===== config.mk =====
export PLATFORM = sky130hd
export DESIGN_NAME = bin2bcd_seq
export DESIGN_NICKNAME = d
export VERILOG_FILES = /design/src/rtl/wb_bcd_pkg.sv /design/src/rtl/bcd_add3.sv /design/src/rtl/bin2bcd_seq.sv
export SDC_FILE = /design/constraint.sdc
export NUM_CORES = 1
export LEC_CHECK = 0
export CAP_MARGIN = 25
export CELL_PAD_IN_SITES_DETAIL_PLACEMENT = 1
export CELL_PAD_IN_SITES_GLOBAL_PLACEMENT = 1
export CORE_ASPECT_RATIO = 1.2
export CORE_UTILIZATION = 30
export CTS_BUF_LIST = sky130_fd_sc_hd__clkbuf_16
export DETAILED_ROUTE_END_ITERATION = 10
export PLACE_DENSITY_LB_ADDON = 0.08
export SLEW_MARGIN = 20
export SYNTH_ARGS = -nofsm -noshare
export SYNTH_HDL_FRONTEND = slang
export SYNTH_HIERARCHICAL = 1
export SYNTH_SLANG_ARGS = --single-unit

===== constraint.sdc =====
create_clock -name clk -period 1.7 [get_ports clk]
set_input_delay 0.34 -clock clk [delete_from_list [all_inputs] [get_ports clk]]
set_output_delay 0.34 -clock clk [all_outputs]
set_load 0.005 [all_outputs]

===== src/rtl/wb_bcd_pkg.sv =====
// Shared definitions for the wb_BCD peripheral: default geometry, converter
// FSM encoding and the decimal range helper.
package wb_bcd_pkg;

  localparam int BCD_DIGITS = 8;
  localparam int BCD_BIN_W  = 26;

  typedef enum logic {
    ST_IDLE  = 1'b0,
    ST_SHIFT = 1'b1
  } bcd_state_e;

  // Largest value representable in 'digits' decimal digits (10^digits - 1).
  function automatic longint unsigned bcd_max(input int digits);
    longint unsigned v;
    v = 1;
    for (int i = 0; i < digits; i++) v = v * 10;
    return v - 1;
  endfunction

endpackage


===== src/rtl/bcd_add3.sv =====
// Single-digit shift-and-add-3 correction: digits of 5 or more get +3 so the
// following left shift carries correctly into the next decimal digit.
module bcd_add3 (
  input  logic [3:0] d,
  output logic [3:0] q
);

  assign q = (d >= 4'd5) ? d + 4'd3 : d;

endmodule


===== src/rtl/bin2bcd_seq.sv =====
// Sequential binary-to-BCD converter, one input bit per clock. Feeds the packed
// digit vector to the 7-segment anode scanner; results hold until the next done.
module bin2bcd_seq
  import wb_bcd_pkg::*;
#(
  parameter int BIN_W  = BCD_BIN_W,
  parameter int DIGITS = BCD_DIGITS
) (
  input  logic                  clk,
  input  logic                  rst_n,
  input  logic                  start,
  input  logic [BIN_W-1:0]      bin_in,
  output logic                  busy,
  output logic                  done,
  output logic [4*DIGITS-1:0]   bcd_out,
  output logic                  overflow
);

  localparam int                BCD_W     = 4 * DIGITS;
  localparam int                CNT_W     = (BIN_W > 1) ? $clog2(BIN_W) : 1;
  localparam logic [CNT_W-1:0]  CNT_LAST  = CNT_W'(BIN_W - 1);
  localparam logic [63:0]       BCD_LIMIT = bcd_max(DIGITS);
  localparam logic [BCD_W-1:0]  BCD_SAT   = {DIGITS{4'h9}};

  bcd_state_e         state_q, state_d;
  logic [BIN_W-1:0]   shift_bin;
  logic [BCD_W-1:0]   scratch;
  logic [CNT_W-1:0]   cnt;
  logic               ovf_q;

  logic [BCD_W-1:0]   scratch_adj;
  logic [BCD_W-1:0]   scratch_shl;
  logic [BIN_W-1:0]   bin_shl;
  logic               bin_big;
  logic               unused_top_carry;

  for (genvar g = 0; g < DIGITS; g++) begin : g_add3
    bcd_add3 u_add3 (
      .d (scratch[4*g +: 4]),
      .q (scratch_adj[4*g +: 4])
    );
  end

  // The top digit's corrected MSB falls off the shift; it can only be set for
  // out-of-range inputs, which are saturated anyway.
  assign unused_top_carry = scratch_adj[BCD_W-1];
  assign scratch_shl      = {scratch_adj[BCD_W-2:0], shift_bin[BIN_W-1]};
  assign bin_shl          = {shift_bin[BIN_W-2:0], 1'b0};
  assign bin_big          = 64'(bin_in) > BCD_LIMIT;
  assign busy             = (state_q == ST_SHIFT);

  // NOTE: every always_comb output gets a default first, so no path can infer a latch.
  always_comb begin
    state_d = state_q;
    unique case (state_q)
      ST_IDLE:  if (start)       state_d = ST_SHIFT;
      ST_SHIFT: if (cnt == '0)   state_d = ST_IDLE;
    endcase
  end

  // NOTE: sequential state uses non-blocking assignments so all registers update from pre-edge values.
  always_ff @(posedge clk or negedge rst_n) begin
    if (!rst_n) state_q <= ST_IDLE;
    else        state_q <= state_d;
  end

  // NOTE: every datapath register is reset too, so an aborted conversion leaves no stale digits.
  always_ff @(posedge clk or negedge rst_n) begin
    if (!rst_n) begin
      shift_bin <= '0;
      scratch   <= '0;
      cnt       <= '0;
      ovf_q     <= 1'b0;
      bcd_out   <= '0;
      overflow  <= 1'b0;
      done      <= 1'b0;
    end else begin
      done <= 1'b0;
      unique case (state_q)
        ST_IDLE: begin
          if (start) begin
            shift_bin <= bin_in;
            scratch   <= '0;
            cnt       <= CNT_LAST;
            ovf_q     <= bin_big;
          end
        end
        ST_SHIFT: begin
          shift_bin <= bin_shl;
          scratch   <= scratch_shl;
          cnt       <= cnt - 1'b1;
          if (cnt == '0) begin
            bcd_out  <= ovf_q ? BCD_SAT : scratch_shl;
            overflow <= ovf_q;
            done     <= 1'b1;
          end
        end
      endcase
    end
  end

endmodule

==> impl_metrics.json, run 1 <==
{
  "nets": 529,
  "clk-insertion-delay-late_ps": 340,
  "grt_pass1_vias": 3470,
  "tritoncts": "built",
  "vias": 3264,
  "min_period_ps": 1710,
  "fmax_mhz": 585,
  "antenna_found_initial": 0,
  "fp.dieW_um": 117,
  "crit_type": "flip-flop to flip-flop",
  "arrival_ps": 1940,
  "numClockSinks": 97,
  "synthesis.area_mm2": 0.00472,
  "area_growth_pct": 29.8,
  "grt_max_degree": 39,
  "cp_data_required_time_ps": 1930,
  "fin_crit_sh_pct": 101,
  "slowest_stage": "dfrtp_1",
  "place.detailed.hpwl_um": 7080,
  "io_buffers": 62,
  "fp.dieH_um": 139,
  "powerDensity_mw_per_mm2": 1840,
  "hp-class": "primary input to flip-flop",
  "grt_pass1_wl_um": 17800,
  "drtIter0Drc": 95,
  "drt_wl_total_um": 10700,
  "ant_nets": 0,
  "wire_per_inst_um": 15.4,
  "overflow": 0,
  "synth_cells": 407,
  "setup_slack_ps": -9.19,
  "clock_skew_ps": 3.72,
  "diodes": 0,
  "drcViolationCount": 0,
  "status": "finished with violations",
  "clkSlewWorstSetupHoldPaths_ps": 70,
  "ctsLongestPathBuffers": 2,
  "rows": 49,
  "final_common_cell": "dfrtp_1",
  "end_kind": "flip-flop",
  "cp_max_fo": 10,
  "hold_viol_final": 0,
  "cts_made_buffers": 9,
  "yosys_warnings": 6,
  "drtPass1Iterations": 4,
  "final_cell_mix": "dfrtp_1, clkdlybuf4s50_1, nand2_1",
  "ff2ff_setup_slack_ps": -9,
  "synth_area_per_cell_um2": 11.6,
  "dieArea_mm2": 0.0162,
  "synth_fp_nets": 453,
  "whs_ps": 406,
  "core_area_mm2": 0.0152,
  "grtUsageTotal_pct": 14.1,
  "vdd_drop_max_v": 0.000580,
  "drive_gt1_share_pct": 18.9,
  "setup_viol": 7,
  "io_pins": 64,
  "violations": "setup timing",
  "cpPeakStageDelay_ps": 410,
  "initial_utilization_pct": 31.0,
  "ctsRootBufferMaster": "clkbuf_16",
  "rsz0062_at_grt": "yes",
  "routabilityCongestion": 0.748,
  "cp_cell_sequence": "inv_2, ha_4, nor3b_4, nand3b_4, clkbuf_16, mux2_4",
  "detail_route.vias_per_cell": 4.72,
  "leakagePower_nw": 2.89,
  "critPathLaunchType": "flip-flop",
  "cts_htree_levels": 3,
  "place_ws_ps": 20.6,
  "maxCapViolations": 0,
  "maxSlewViolCount": 0
}
[state kept, by name, indices dropped and copies added, names as in the netlist]
| signal | flops |
|---|---|
| bcd_out | 32 |
| scratch | 32 |
| shift_bin | 26 |
| cnt | 5 |
| busy | 1 |
| done | 1 |
[where the power goes]
part | internal [W] | total [W] | switching (W)
Clock | 0.00129 | 0.00219 | 0.000903
Combinational | 0.00287 | 0.00496 | 0.00209
Sequential | 0.00329 | 0.00410 | 0.000819
[final timing paths]
kind / end / start / cells after the start
setup / recovery: bcd_out[19]$_DFFE_PN0P_ / cnt[1]$_DFFE_PN0P_ / 6
hold / removal: cnt[1]$_DFFE_PN0P_ / start / 2
setup reg to reg: bcd_out[19]$_DFFE_PN0P_ / cnt[1]$_DFFE_PN0P_ / 6
hold reg to reg: shift_bin[10]$_DFFE_PN0P_ / shift_bin[9]$_DFFE_PN0P_ / 2
max in group asynchronous: shift_bin[9]$_DFFE_PN0P_ / rst_n / 3
min in group asynchronous: bcd_out[10]$_DFFE_PN0P_ / rst_n / 2
[stage by stage]
stage	power, W	util (%)	cell area, um2	cells	TNS (ps)
final	0.0113	40.3	6120	692	-42.1
after global routing	0.0122	40.3	6120	692	-1620
after CTS	0.0113	39.5	6010	686	0
after detailed placement	0.00895	37.3	5680	668	0
after global placement	0.00878	37.3	5680	668	0
after floorplan	0.00727	-	4720	407	0
[what timing repair did]
item | in CTS | in global routing
pin swaps | 0 | 1
cloned | 0 | 2
hold endpoints to repair | 24 | 0
hold buffers | 1 | 0
setup buffers | 1 | 4
endpoints found under the setup margin | 1 | 34
resized for setup | 0 | 10
[per-layer routing]
layer / track usage (%) / vias to the layer above / part of all wire [%]
met5: 0 / - / 0
met4: 4.25 / 0 / 1.4
met3: 4.27 / 11 / 4.6
met2: 22.4 / 53 / 48
met1: 18.2 / 1651 / 46
li1: - / 1549 / -
[area by class of cell]
cell class | count | area (um2)
inverter | 19 | 71.3
clock inverter | 7 | 95.1
sequential | 97 | 2430
timing repair buffer | 86 | 906
multi-input combinational | 270 | 2140
clock buffer | 9 | 225
fill | 1702 | 9080
tap | 204 | 255
[worst max-delay path, delay by kind of cell, from the launching register on]
family,cells,cell delay [ps]
fa+ha+maj,1,130
buf+inv,2,320
flops,1,410
mux,1,300
simple gates,2,440
(Power assumes the default switching activity.)
==> run 2, diff against run 1 <==
--- a/config.mk
+++ b/config.mk
@@ -12,6 +12,7 @@
 export CORE_UTILIZATION = 30
 export CTS_BUF_LIST = sky130_fd_sc_hd__clkbuf_16
 export DETAILED_ROUTE_END_ITERATION = 10
+export MAX_ROUTING_LAYER = met4
 export PLACE_DENSITY_LB_ADDON = 0.08
 export SLEW_MARGIN = 20
 export SYNTH_ARGS = -nofsm -noshare
==> run 2 against run 1 <==
The flow still finishes with violations (setup timing). Die area did not move. Sequential power is essentially flat. Global-route usage is 0.43 points higher. Via count is 0.25% higher. Setup slack gained 2.2 ps.
==> impl_metrics.json, run 2 (synthesis gave the netlist of run 1 again) <==
{
  "status": "finished with violations",
  "violations": "setup timing",
  "critPathLaunchType": "flip-flop",
  "clkSlewWorstSetupHoldPaths_ps": 70,
  "detail_route.vias_per_cell": 4.73,
  "cpPeakStageDelay_ps": 410,
  "arrival_ps": 1940,
  "cp_max_fo": 10,
  "grt_pass1_wl_um": 17800,
  "total_power_w": 0.0113,
  "startpoint": "cnt[1]$_DFFE_PN0P_",
  "hp-class": "primary input to flip-flop",
  "ant_nets": 0,
  "fmax_mhz": 586,
  "dieArea_mm2": 0.0162,
  "min_from": "start",
  "cpLargestDelayFamily": "simple AND/OR/NAND/NOR gates",
  "cts_made_buffers": 9,
  "antenna_found_initial": 0,
  "fp.dieW_um": 117,
  "vdd_drop_max_v": 0.000581,
  "io_buffers": 62,
  "numClockSinks": 97,
  "final_cell_mix": "dfrtp_1, clkdlybuf4s50_1, nand2_1",
  "switching_share_pct": 33.9,
  "drcViolationCount": 0,
  "largestRegisters": "bcd_out (32), scratch (32), shift_bin (26)",
  "clock_skew_ps": 3.39,
  "r2r-end": "bcd_out[19]$_DFFE_PN0P_",
  "rows": 49,
  "seqPwrFrac_pct": 36.5,
  "ff2ff_setup_slack_ps": -7,
  "setup_viol": 7,
  "maxCapViolations": 0,
  "crit_buf_inv": 2,
  "fin_crit_sh_pct": 100,
  "grt_max_degree": 39,
  "core_area_mm2": 0.0152,
  "nets": 529,
  "fillers": 1702,
  "rr_worst_depth": 6,
  "p_int_w": 0.00744,
  "clockPowerShare_pct": 19.5,
  "clk-insertion-delay-late_ps": 340,
  "wire_per_inst_um": 15.5,
  "io_pins": 64,
  "ctsLongestPathBuffers": 2,
  "placed_area_mm2": 0.00568,
  "min_period_ps": 1710,
  "comb_power_share_pct": 44.0,
  "drtPass1Iterations": 4,
  "place.detailed.hpwl_um": 7080,
  "hold_viol_final": 0,
  "cts_htree_levels": 3,
  "setup_slack_ps": -7.02,
  "overflow": 0,
  "fin_area_mm2": 0.00612,
  "tritoncts": "built",
  "area_growth_pct": 29.8,
  "initial_utilization_pct": 31.0,
  "drive_gt1_share_pct": 18.9,
  "vias": 3272,
  "powerDensity_mw_per_mm2": 1840,
  "slowest_stage": "dfrtp_1",
  "routabilityCongestion": 0.757,
  "cp_data_required_time_ps": 1930,
  "diodes": 0,
  "place_ws_ps": 20.6,
  "leakagePower_nw": 2.89,
  "ctsRootBufferMaster": "clkbuf_16",
  "grtUsageTotal_pct": 14.5,
  "hold_depth": 2,
  "maxSlewViolCount": 0,
  "grt_pass1_vias": 3464,
  "reg2reg_from": "cnt[1]$_DFFE_PN0P_",
  "rsz0062_at_grt": "yes",
  "fp.dieH_um": 139,
  "cp_cell_sequence": "inv_2, ha_4, nor3b_4, nand3b_4, clkbuf_16, mux2_4",
  "hold_end": "cnt[1]$_DFFE_PN0P_",
  "crit_type": "flip-flop to flip-flop",
  "end_kind": "flip-flop",
  "drt_wl_total_um": 10700,
  "final_common_cell": "dfrtp_1",
  "final_util_pct": 40.3,
  "p_switching_w": 0.00382,
  "drtIter0Drc": 83
}
==> run 2: power by group through the flow <==
| stage | clock, W | sequential [W] | combinational (W) |
|---|---|---|---|
| floorplan | 0 | 0.00395 | 0.00332 |
| global placement | 0 | 0.00411 | 0.00466 |
| detailed placement | 0 | 0.00414 | 0.00481 |
| CTS | 0.00229 | 0.00410 | 0.00486 |
| global route | 0.00239 | 0.00426 | 0.00556 |
| finish | 0.00219 | 0.00411 | 0.00496 |
==> run 2: metal layers <==
layer  GRT usage, %  share of wire (%)  up-vias
li1               -                  -     1551
met1           18.4                 47     1658
met2           22.4                 47       52
met3           4.01                4.0       11
met4           4.25                1.4        0
met5              -                  0        -
==> run 2: per-stage QoR <==
stage	hold slack, ps	instances	setup TNS, ps
finish	405	692	-26.7
global placement	310	668	0
floorplan	44.4	407	0
CTS	406	686	0
global route	419	692	-1610
detailed placement	312	668	0
==> run 2: cell type report <==
class                      instances  area, um2  area share (%)
inverter                          19       71.3            1.16
clock inverter                     7       95.1            1.55
multi-input combinational        270       2140            35.0
timing repair buffer              86        906            14.8
clock buffer                       9        225            3.68
tap                              204        255            4.17
sequential                        97       2430            39.7
==> run 2: repair_timing <==
| item | in CTS | in global routing |
|---|---|---|
| hold endpoints to repair | 24 | 0 |
| setup endpoints to repair | 1 | 34 |
| pin swaps | 0 | 1 |
| hold buffers | 1 | 0 |
| gates cloned | 0 | 2 |
| gates resized for setup | 0 | 10 |
| setup buffers | 1 | 4 |
==> run 2: how the worst max path moves through the flow <==
stage	slack [ps]	endpoint	cells after the start
floorplan	90	bcd_out[0]$_DFFE_PN0P_	6
global placement	90	bcd_out[26]$_DFFE_PN0P_	6
CTS	0.7	bcd_out[29]$_DFFE_PN0P_	6
finish	-7	bcd_out[19]$_DFFE_PN0P_	6
detailed placement	20	bcd_out[28]$_DFFE_PN0P_	6
global route	-70	bcd_out[27]$_DFFE_PN0P_	6
